[src/rtl/if_id_buffer.sv]
// Fetch-to-decode prefetch queue: circular buffer of {pc, instruction} pairs
// with valid/ready on both sides and a single-cycle flush on branch redirect.
module if_id_buffer #(
   parameter int                 DEPTH   = 4,
   parameter int                 PC_W    = 64,
   parameter int                 INSTR_W = 32,
   parameter logic [INSTR_W-1:0] NOP     = 32'h0000_0013
) (
   input  logic                      clk,
   input  logic                      reset,
   input  logic                      in_valid,
   output logic                      in_ready,
   input  logic [PC_W-1:0]           in_pc,
   input  logic [INSTR_W-1:0]        in_instr,
   input  logic                      flush,
   output logic                      out_valid,
   input  logic                      out_ready,
   output logic [PC_W-1:0]           out_pc,
   output logic [INSTR_W-1:0]        out_instr,
   output logic [$clog2(DEPTH):0]    count
);

   localparam int PTR_W = $clog2(DEPTH);
   localparam int CNT_W = PTR_W + 1;
   localparam logic [CNT_W-1:0] FULL_CNT = CNT_W'(DEPTH);

   logic [PTR_W-1:0]   wr_ptr_q, wr_ptr_d;
   logic [PTR_W-1:0]   rd_ptr_q, rd_ptr_d;
   logic [CNT_W-1:0]   count_q, count_d;

   logic [PC_W-1:0]    pc_mem    [DEPTH];
   logic [INSTR_W-1:0] instr_mem [DEPTH];

   logic push;
   logic pop;

   // in_ready deliberately ignores out_ready: a full queue never takes a
   // push in the same cycle it drains, which keeps the ready path short.
   assign in_ready  = (count_q < FULL_CNT) & ~flush;
   assign out_valid = (count_q != '0);
   assign push      = in_valid & in_ready;
   assign pop       = out_valid & out_ready;
   assign count     = count_q;

   assign out_pc    = out_valid ? pc_mem[rd_ptr_q]    : '0;
   assign out_instr = out_valid ? instr_mem[rd_ptr_q] : NOP;

   always_comb begin
      wr_ptr_d = wr_ptr_q;
      rd_ptr_d = rd_ptr_q;
      count_d  = count_q;
      if (flush) begin
         wr_ptr_d = '0;
         rd_ptr_d = '0;
         count_d  = '0;
      end else begin
         if (push) wr_ptr_d = wr_ptr_q + PTR_W'(1);
         if (pop)  rd_ptr_d = rd_ptr_q + PTR_W'(1);
         case ({push, pop})
            2'b10:   count_d = count_q + CNT_W'(1);
            2'b01:   count_d = count_q - CNT_W'(1);
            default: count_d = count_q;
         endcase
      end
   end

   always_ff @(posedge clk or negedge reset) begin
      if (!reset) begin
         wr_ptr_q <= '0;
         rd_ptr_q <= '0;
         count_q  <= '0;
      end else begin
         wr_ptr_q <= wr_ptr_d;
         rd_ptr_q <= rd_ptr_d;
         count_q  <= count_d;
      end
   end

   // Storage is left unreset; the count gates every read.
   always_ff @(posedge clk) begin
      if (push) begin
         pc_mem[wr_ptr_q]    <= in_pc;
         instr_mem[wr_ptr_q] <= in_instr;
      end
   end

`ifndef SYNTHESIS
   always_ff @(posedge clk) begin
      if (reset) begin
         assert (count_q <= FULL_CNT)
            else $error("if_id_buffer: count overflow %0d", count_q);
         assert (!(pop && !push && !flush && count_q == '0))
            else $error("if_id_buffer: count underflow");
      end
   end
`endif

endmodule
[config.mk]
export PLATFORM = sky130hd
export DESIGN_NAME = if_id_buffer
export DESIGN_NICKNAME = d
export VERILOG_FILES = /design/src/rtl/if_id_buffer.sv
export SDC_FILE = /design/constraint.sdc
export NUM_CORES = 1
export LEC_CHECK = 0
export BUFFER_PORTS_ARGS = -buffer_cell sky130_fd_sc_hd__buf_2
export CAP_MARGIN = 10
export CORE_MARGIN = 2
export CORE_UTILIZATION = 35
export DETAILED_ROUTE_END_ITERATION = 12
export PLACE_DENSITY = 0.56
export SLEW_MARGIN = 30
export SYNTH_ARGS = -nofsm -noshare
export SYNTH_HDL_FRONTEND = slang
export SYNTH_SLANG_ARGS = --single-unit
[constraint.sdc]
create_clock -name clk -period 4 [get_ports clk]
set_clock_uncertainty 0.05 [all_clocks]
set_input_delay 0.8 -clock clk [delete_from_list [all_inputs] [get_ports clk]]
set_output_delay 0.8 -clock clk [all_outputs]
set_load 0.005 [all_outputs]
Word-level counts from Yosys, hierarchy flattened
Memories as Yosys holds them, arrays and structs flattened.
Cells that the tools add are included.
Word-level totals
  bits in registers: 7
  RAM bits: 384
  word-level logic and storage cells: 30
  memories kept: 2
Operators by class
  add/subtract/negate cells: 4
  order comparisons: 1
  equal/unequal tests: 2
  multiplexer cells: 10
  bitwise gates (word level): 4
  reductions and logical operators: 4
Memory list
  pc_mem: words 4, width 64, read ports 1, clocked after Yosys merged registers in 0, wr ports 1, line 31  | logic [PC_W-1:0] pc_mem [DEPTH];
  instr_mem: words 4, width 32, read ports 1, clocked after Yosys merged registers in 0, wr ports 1, line 32  | logic [INSTR_W-1:0] instr_mem [DEPTH];
Operators by type and width (count)
  $mux W64: 1
  $mux W32: 1
  $mux W2: 4
  $pmux W3 S2: 1
  $reduce_bool A3 Y1: 2
  $add A2 B1 Y2 const B: 2
  $reduce_bool A2 Y1: 2
  $add A3 B1 Y3 const B: 1
  $and A1 B1 Y1: 3
  $lt A3 B3 Y1 const B: 1
  $mux W3: 1
  $sub A3 B1 Y3 const B: 1
  $eq A2 B1 Y1 const B: 1
  $eq A2 B2 Y1 const B: 1
  $mux W1: 2
  $not A1 Y1: 1

Longest topological paths before layout
Gate-level depths: netlist of the first run.
  word-level depth: 6
  depth in mapped cells: 8

Least setup slack after synthesis of the first run
Ideal clock, no wire load.
  path type: input-to-reg
  start: input flush
  end: memory instr_mem[0][0], enable pin
  setup time: 0.466 ns
  arrival: 3.656 ns
  setup slack: -0.172 ns
  stages: 4
  path through: buf_2 nor3b_1 buf_2 and2_1
On the way
  word-level cells in the longest chain between the ends: 5
Ends and longest elaborated chain
  start: declaration: line 15  | input logic flush,
  $not A1 Y1: line 39  | assign in_ready = (count_q < FULL_CNT) & ~flush;
  $and A1 B1 Y1: line 39
  $and A1 B1 Y1: line 41  | assign push = in_valid & in_ready;
  $mux W1: line 81  | if (push) begin
  $mux W1 (implied by the code): line 83  | instr_mem[wr_ptr_q] <= in_instr;
  end: declaration: line 32
Every way passes these cells.

Worst setup path in the final report of the first run
  start: register rd_ptr_q[0]
  end: output out_pc[32]
On the way
  word-level cells in the longest chain between the ends: 2
Ends and longest elaborated chain
  start: declaration: line 28  | logic [PTR_W-1:0] rd_ptr_q, rd_ptr_d;
  start signal: assignment: line 74  | rd_ptr_q <= rd_ptr_d;
  $mem_v2 Z4 W64
  $mux W64: line 45  | assign out_pc = out_valid ? pc_mem[rd_ptr_q] : '0;
  end: declaration: line 18  | output logic [PC_W-1:0] out_pc,
Every way passes these cells.

==> results.cfg, run 1 <==
[routing]
ant_nets = 0
first_iter_violations = 424
drt-vias-per-instance = 4.79
drtPass1Iterations = 7
drt-total-wl_um = 28900
routedWlPerCell_um = 19.8
routed-via-count = 6982
drc = 0

[grt]
grt_pass1_wl_um = 44400
grt_overflow = 0
grt_pass1_vias = 7379
grt_max_degree = 97
use_met1 = 0.169
use_met3 = 0.0398
gr-usage-met2 = 0.218
antenna_found_initial = 1
grt_busiest_layer = met2
grt_use_total = 0.133

[floorplanning]
chipHeight_um = 211
start_util = 0.356
io_pins = 202
core_um2 = 42000
core.rowCount = 75
die-area_um2 = 44500
die_w_um = 211

[cts]
worstSkewPairLatency_ps = 540
clkSlewWorstSetupHoldPaths_ps = 60
ctsLongestPathBuffers = 3
cts_tree = done
post_cts_buffers = 0
clock_sinks = 391
cts_buffers = 42
h-tree-depth = 2
cts_root_buf = clkbuf_16
ctsHoldBuffers = 0
cts_resized = 0

[synthesis]
synthArstFlopShare = 0.0179
synth_area_per_cell_um2 = 22.6
synth.distinct_cells = 30
synth_edf_count = 384
seq_area_frac_synth = 0.782
synth_ff_type = edfxtp_1
yosys_warnings = 0
synthCells = 662
synthTopCellsByCount = edfxtp_1, and2_1, mux4_2, buf_2, clkbuf_1
synth_nets = 768
ys_seq_elements = 391
synthTopCellsByArea = edfxtp_1, mux4_2, and2_1
synth_area_um2 = 15000
synth_top_area_frac = 0.770
synth.most_common_cell = edfxtp_1
synth_top_cell_by_area = edfxtp_1

[power]
power.internal_uw = 7380
power_switching_uw = 1980
ir_drop_v = 0.000326
powerDensity_nw_per_um2 = 519
sequentialPowerShare = 0.505
pwr-share-clk = 0.394
swShare = 0.211
p_comb_frac = 0.101
p_leak_uw = 0.00613

[sta]
rsz0062_at_grt = false
final_max_slew_viol_count = 0
finalSetupViolations = 0
fin_crit_sh = 0.872
tns_ps = 0
hold_viol_final = 0
worstMarginPinSlew_ps = 744
period_minus_slack_ps = 3490
relSlewSlack = 0.504
setup_ws_ps = 512
fmax_mhz = 287

[worst_setup_path]
r2r_cells = 6
path_max_fanout = 26
worstPathRequired_ps = 3150
cp.arrival_ps = 2640
cp-end-kind = output port
r2r_start = count[0]
r2r_setup_slack_ps = 1570
r2r-end = count[1]
critPathKind = register to output port
start_kind = register

[job]
max-cap-violations = 0

[layout]
area_growth_pct = 20.4
final_nets = 994
drive_above_1_share = 0.408
final_util = 0.429

[place]
preCtsSetupSlack_ps = 1000
gp_congestion = 0.681
io_buffers = 201
detailed_place_hpwl_um = 16600

[hold_path]
hp-class = input port to asynchronous set/reset pin

[outcome]
outcome = complete, no violations
power by group through the flow:
stage               Sequential (µW)  Combinational (µW)  Clock (µW)
CTS                            4730                 986        3830
finish                         4720                 947        3690
detailed placement             4810                 983           0
global placement               4810                 973           0
global route                   4740                1050        3990
floorplan                      4770                 587           0
metrics by stage:
step	cell area, µm²	hold WS, ps	cells	total power, µW
floorplan	15000	454	662	5360
global placement	16700	543	1383	5780
detailed placement	16700	562	1383	5790
CTS	18000	1.63	1456	9540
global route	18000	23.8	1456	9780
finish	18000	31.9	1458	9360
worst max-delay path, stage by stage (launching register included):
cell	delay, ps
dfrtp_4	810
buf_4	420
mux4_2	540
and2_1	170
buf_2	120
per-layer routing:
layer | part of all wire | vias up | routed length, µm
met5 | 0 | - | 0
met4 | 0.022 | 0 | 631
met3 | 0.070 | 44 | 2030
met2 | 0.49 | 177 | 14100
met1 | 0.42 | 3605 | 12200
li1 | - | 3156 | -
layout make-up:
type                       instances  area (µm²)
antenna                            2        5.00
clock buffer                      59        1180
clock inverter                    14         138
fill                            3710       24000
inverter                           4        15.0
multi-input combinational        232        3070
sequential                       391       11700
tap                              539         674
timing repair buffer             217        1240
cells in the final DEF, fill, tap and decap left out, types with 2 or more instances in the layout:
cell type | synthesis | layout
or2_1 | 3 | 3
mux4_2 | 96 | 96
buf_4 | 1 | 7
buf_12 | 0 | 9
and2_1 | 97 | 93
xnor2_1 | 2 | 2
o21ai_0 | 3 | 3
inv_1 | 4 | 3
clkbuf_1 | 15 | 14
bufinv_16 | 0 | 3
clkbuf_16 | 0 | 45
o31ai_1 | 2 | 2
nor2b_1 | 2 | 2
xor2_1 | 3 | 3
dfrtp_4 | 0 | 2
clkinv_1 | 0 | 8
buf_2 | 15 | 201
clkinv_2 | 0 | 2
edfxtp_1 | 384 | 384
ha_1 | 4 | 4
nor3b_1 | 2 | 2
and2_4 | 0 | 4
diode_2 | 0 | 2
o311ai_0 | 2 | 2
nor2_1 | 5 | 5
dfrtp_1 | 7 | 5
a21oi_1 | 2 | 2
flip-flops by register name, indices dropped and copies added, names as in the netlist:
| register | flops |
|---|---|
| pc_mem | 256 |
| instr_mem | 128 |
| wr_ptr_q | 2 |
| count | 3 |
| rd_ptr_q | 2 |
worst max-delay path by stage:
| stage | start | to |
|---|---|---|
| 6_report | rd_ptr_q[0] | out_pc[32] |
| 3_5_place_dp | rd_ptr_q[0] | out_pc[32] |
| 4_1_cts | rd_ptr_q[0] | out_pc[32] |
| 3_3_place_gp | rd_ptr_q[0] | out_pc[32] |
| 2_1_floorplan | flush | instr_mem[0][0] |
| 5_1_grt | rd_ptr_q[0] | out_pc[17] |
logic make-up (layout without fill, tap and decap cells):
family | count (synthesis) | after routing | synth area share
other | 0 | 2 | 0
AND/OR/NAND/NOR | 116 | 116 | 0.0481
multiplexers | 96 | 96 | 0.144
buffers and inverters | 39 | 294 | 0.0138
XOR/XNOR | 5 | 5 | 0.00293
AO/OA/AOI/OAI | 10 | 10 | 0.00426
flip-flops | 391 | 391 | 0.782
adder cells (fa/ha/maj) | 5 | 5 | 0.00468
Power figures use the tool's default switching activity.
==> inputs of run 2 (changes only) <==
CORE_ASPECT_RATIO = 0.75   (was not set)
==> run 2 against run 1 <==
  * Die area about the same
  * Register-to-register slack worse by 160 ps
  * Cell count up 1.9%
  * Sequential cell count unchanged
  * Critical path depth unchanged
  * Worst hold slack better by 20 ps
  * Clock power down 10%
  * Via count up 0.76%
  * Largest power group unchanged
  * Highest routed layer is now met5
==> results.cfg, run 2 (synthesized netlist as in run 1, its figures left out) <==
[cts]
cts_tree = done
worstSkewPairLatency_ps = 530
cts_root_buf = clkbuf_16
cts_resized = 0
ctsLongestPathBuffers = 3
clkSlewWorstSetupHoldPaths_ps = 60
cts_buffers = 39
clock_sinks = 391
h-tree-depth = 2
post_cts_buffers = 0
ctsHoldBuffers = 0

[layout]
final_cell_mix = edfxtp_1, buf_2, mux4_2, and2_1, clkbuf_16
largest_register_ffs = 256
layout_commonest_cell = edfxtp_1
drive_above_1_share = 0.409
final_nets = 992
regMostFlops = pc_mem
area_growth_pct = 19.4

[floorplanning]
die-area_um2 = 44500
core.rowCount = 65
io_pins = 202
die_w_um = 243
core_um2 = 42100
chipHeight_um = 183
start_util = 0.355

[sta]
tns_ps = 0
setup_ws_ps = 615
fmax_mhz = 295
final_max_slew_viol_count = 0
fin_crit_sh = 0.846
hold_viol_final = 0
finalSetupViolations = 0
period_minus_slack_ps = 3380
worstMarginPinSlew_ps = 618
rsz0062_at_grt = false
relSlewSlack = 0.586

[power]
powerDensity_nw_per_um2 = 502
ir_drop_v = 0.000296
p_leak_uw = 0.00605

[worst_setup_path]
cp_cell_sequence = buf_12 > mux4_2 > and2_1 > buf_2
cp-end-kind = output port
start_kind = register
cp_slowest_cell = dfrtp_4
path_buf_inv = 2
cp.arrival_ps = 2530
worst_path_largest_cell_delay_ps = 730
critical-path-top-delay-family = flip-flops
critPathKind = register to output port
path_max_fanout = 38
worstPathRequired_ps = 3150

[routing]
drtPass1Iterations = 4
ant_nets = 0
routed-via-count = 7035
drc = 0
drt-vias-per-instance = 4.74
first_iter_violations = 365
routedWlPerCell_um = 20.0
drt-total-wl_um = 29600

[grt]
grt_pass1_wl_um = 45200
grt_pass1_vias = 7511
grt_max_degree = 57
antenna_found_initial = 5
grt_use_total = 0.134
grt_overflow = 0

[place]
detailed_place_hpwl_um = 17900
gp_congestion = 0.680
preCtsSetupSlack_ps = 975
io_buffers = 201

[hold_path]
hp-class = input port to asynchronous set/reset pin

[job]
max-cap-violations = 0

[outcome]
outcome = complete, no violations
## run 2: cell types whose count changed in the layout (fill, tap and decap cells not counted), sizes merged
cell / previous run / this run
clkbuf: 59 / 50
clkinv: 10 / 16
bufinv: 3 / 0
buf: 217 / 218
diode: 2 / 3
inv: 4 / 5
## run 2: final timing paths
check	start	to	slack (ps)	cells after the start
setup / recovery	rd_ptr_q[0]	out_pc[49]	620	4
hold / removal	reset	count[2]	50	1
setup reg to reg	count[2]	pc_mem[0][44]	1410	4
hold reg to reg	wr_ptr_q[0]	wr_ptr_q[0]	560	2
max in group asynchronous	reset	rd_ptr_q[1]	3660	1
min in group clk	in_pc[43]	pc_mem[0][43]	440	1
## run 2: worst register-to-register path, delay by kind of cell (launching register included)
family	cells	cell delay (ps)
buf+inv	2	690
simple gates	2	970
flops	1	490
## run 2: through the flow
step | std cells | hold WS [ps] | instance area, µm² | utilization | power, µW
after detailed placement | 1414 | 560 | 16700 | 0.397 | 5790
after global routing | 1482 | 44.6 | 17900 | 0.424 | 9390
after floorplan | 662 | 454 | 15000 | - | 5360
final | 1485 | 51.4 | 17900 | 0.425 | 8980
after global placement | 1414 | 558 | 16700 | 0.397 | 5780
after CTS | 1482 | 29.8 | 17900 | 0.424 | 9150
## run 2: area by class of cell
class                           instances  area, µm²
Sequential cell                       391      11700
Clock inverter                         18       83.8
Inverter                                4       15.0
Clock buffer                           50       1060
Tap cell                              569        712
Antenna cell                            3       7.51
Fill cell                            3784      24200
Multi-Input combinational cell        232       3070
Timing Repair Buffer                  218       1220
## run 2: where the power goes
part | total (µW) | internal, µW | leakage, µW | switching, µW
Sequential | 4710 | 4660 | 0.00358 | 56.3
Clock | 3310 | 1870 | 0.000560 | 1450
Combinational | 955 | 474 | 0.00191 | 481
Total | 8980 | 7000 | 0.00605 | 1980
## run 2: routing by layer
layer / track usage / wire [µm] / part of all wire / vias up
li1: - / - / - / 3151
met5: 0 / 13 / 0.00044 / -
met4: 0.0344 / 586 / 0.020 / 2
met3: 0.0378 / 1760 / 0.059 / 50
met2: 0.216 / 14200 / 0.48 / 173
met1: 0.179 / 13100 / 0.44 / 3659
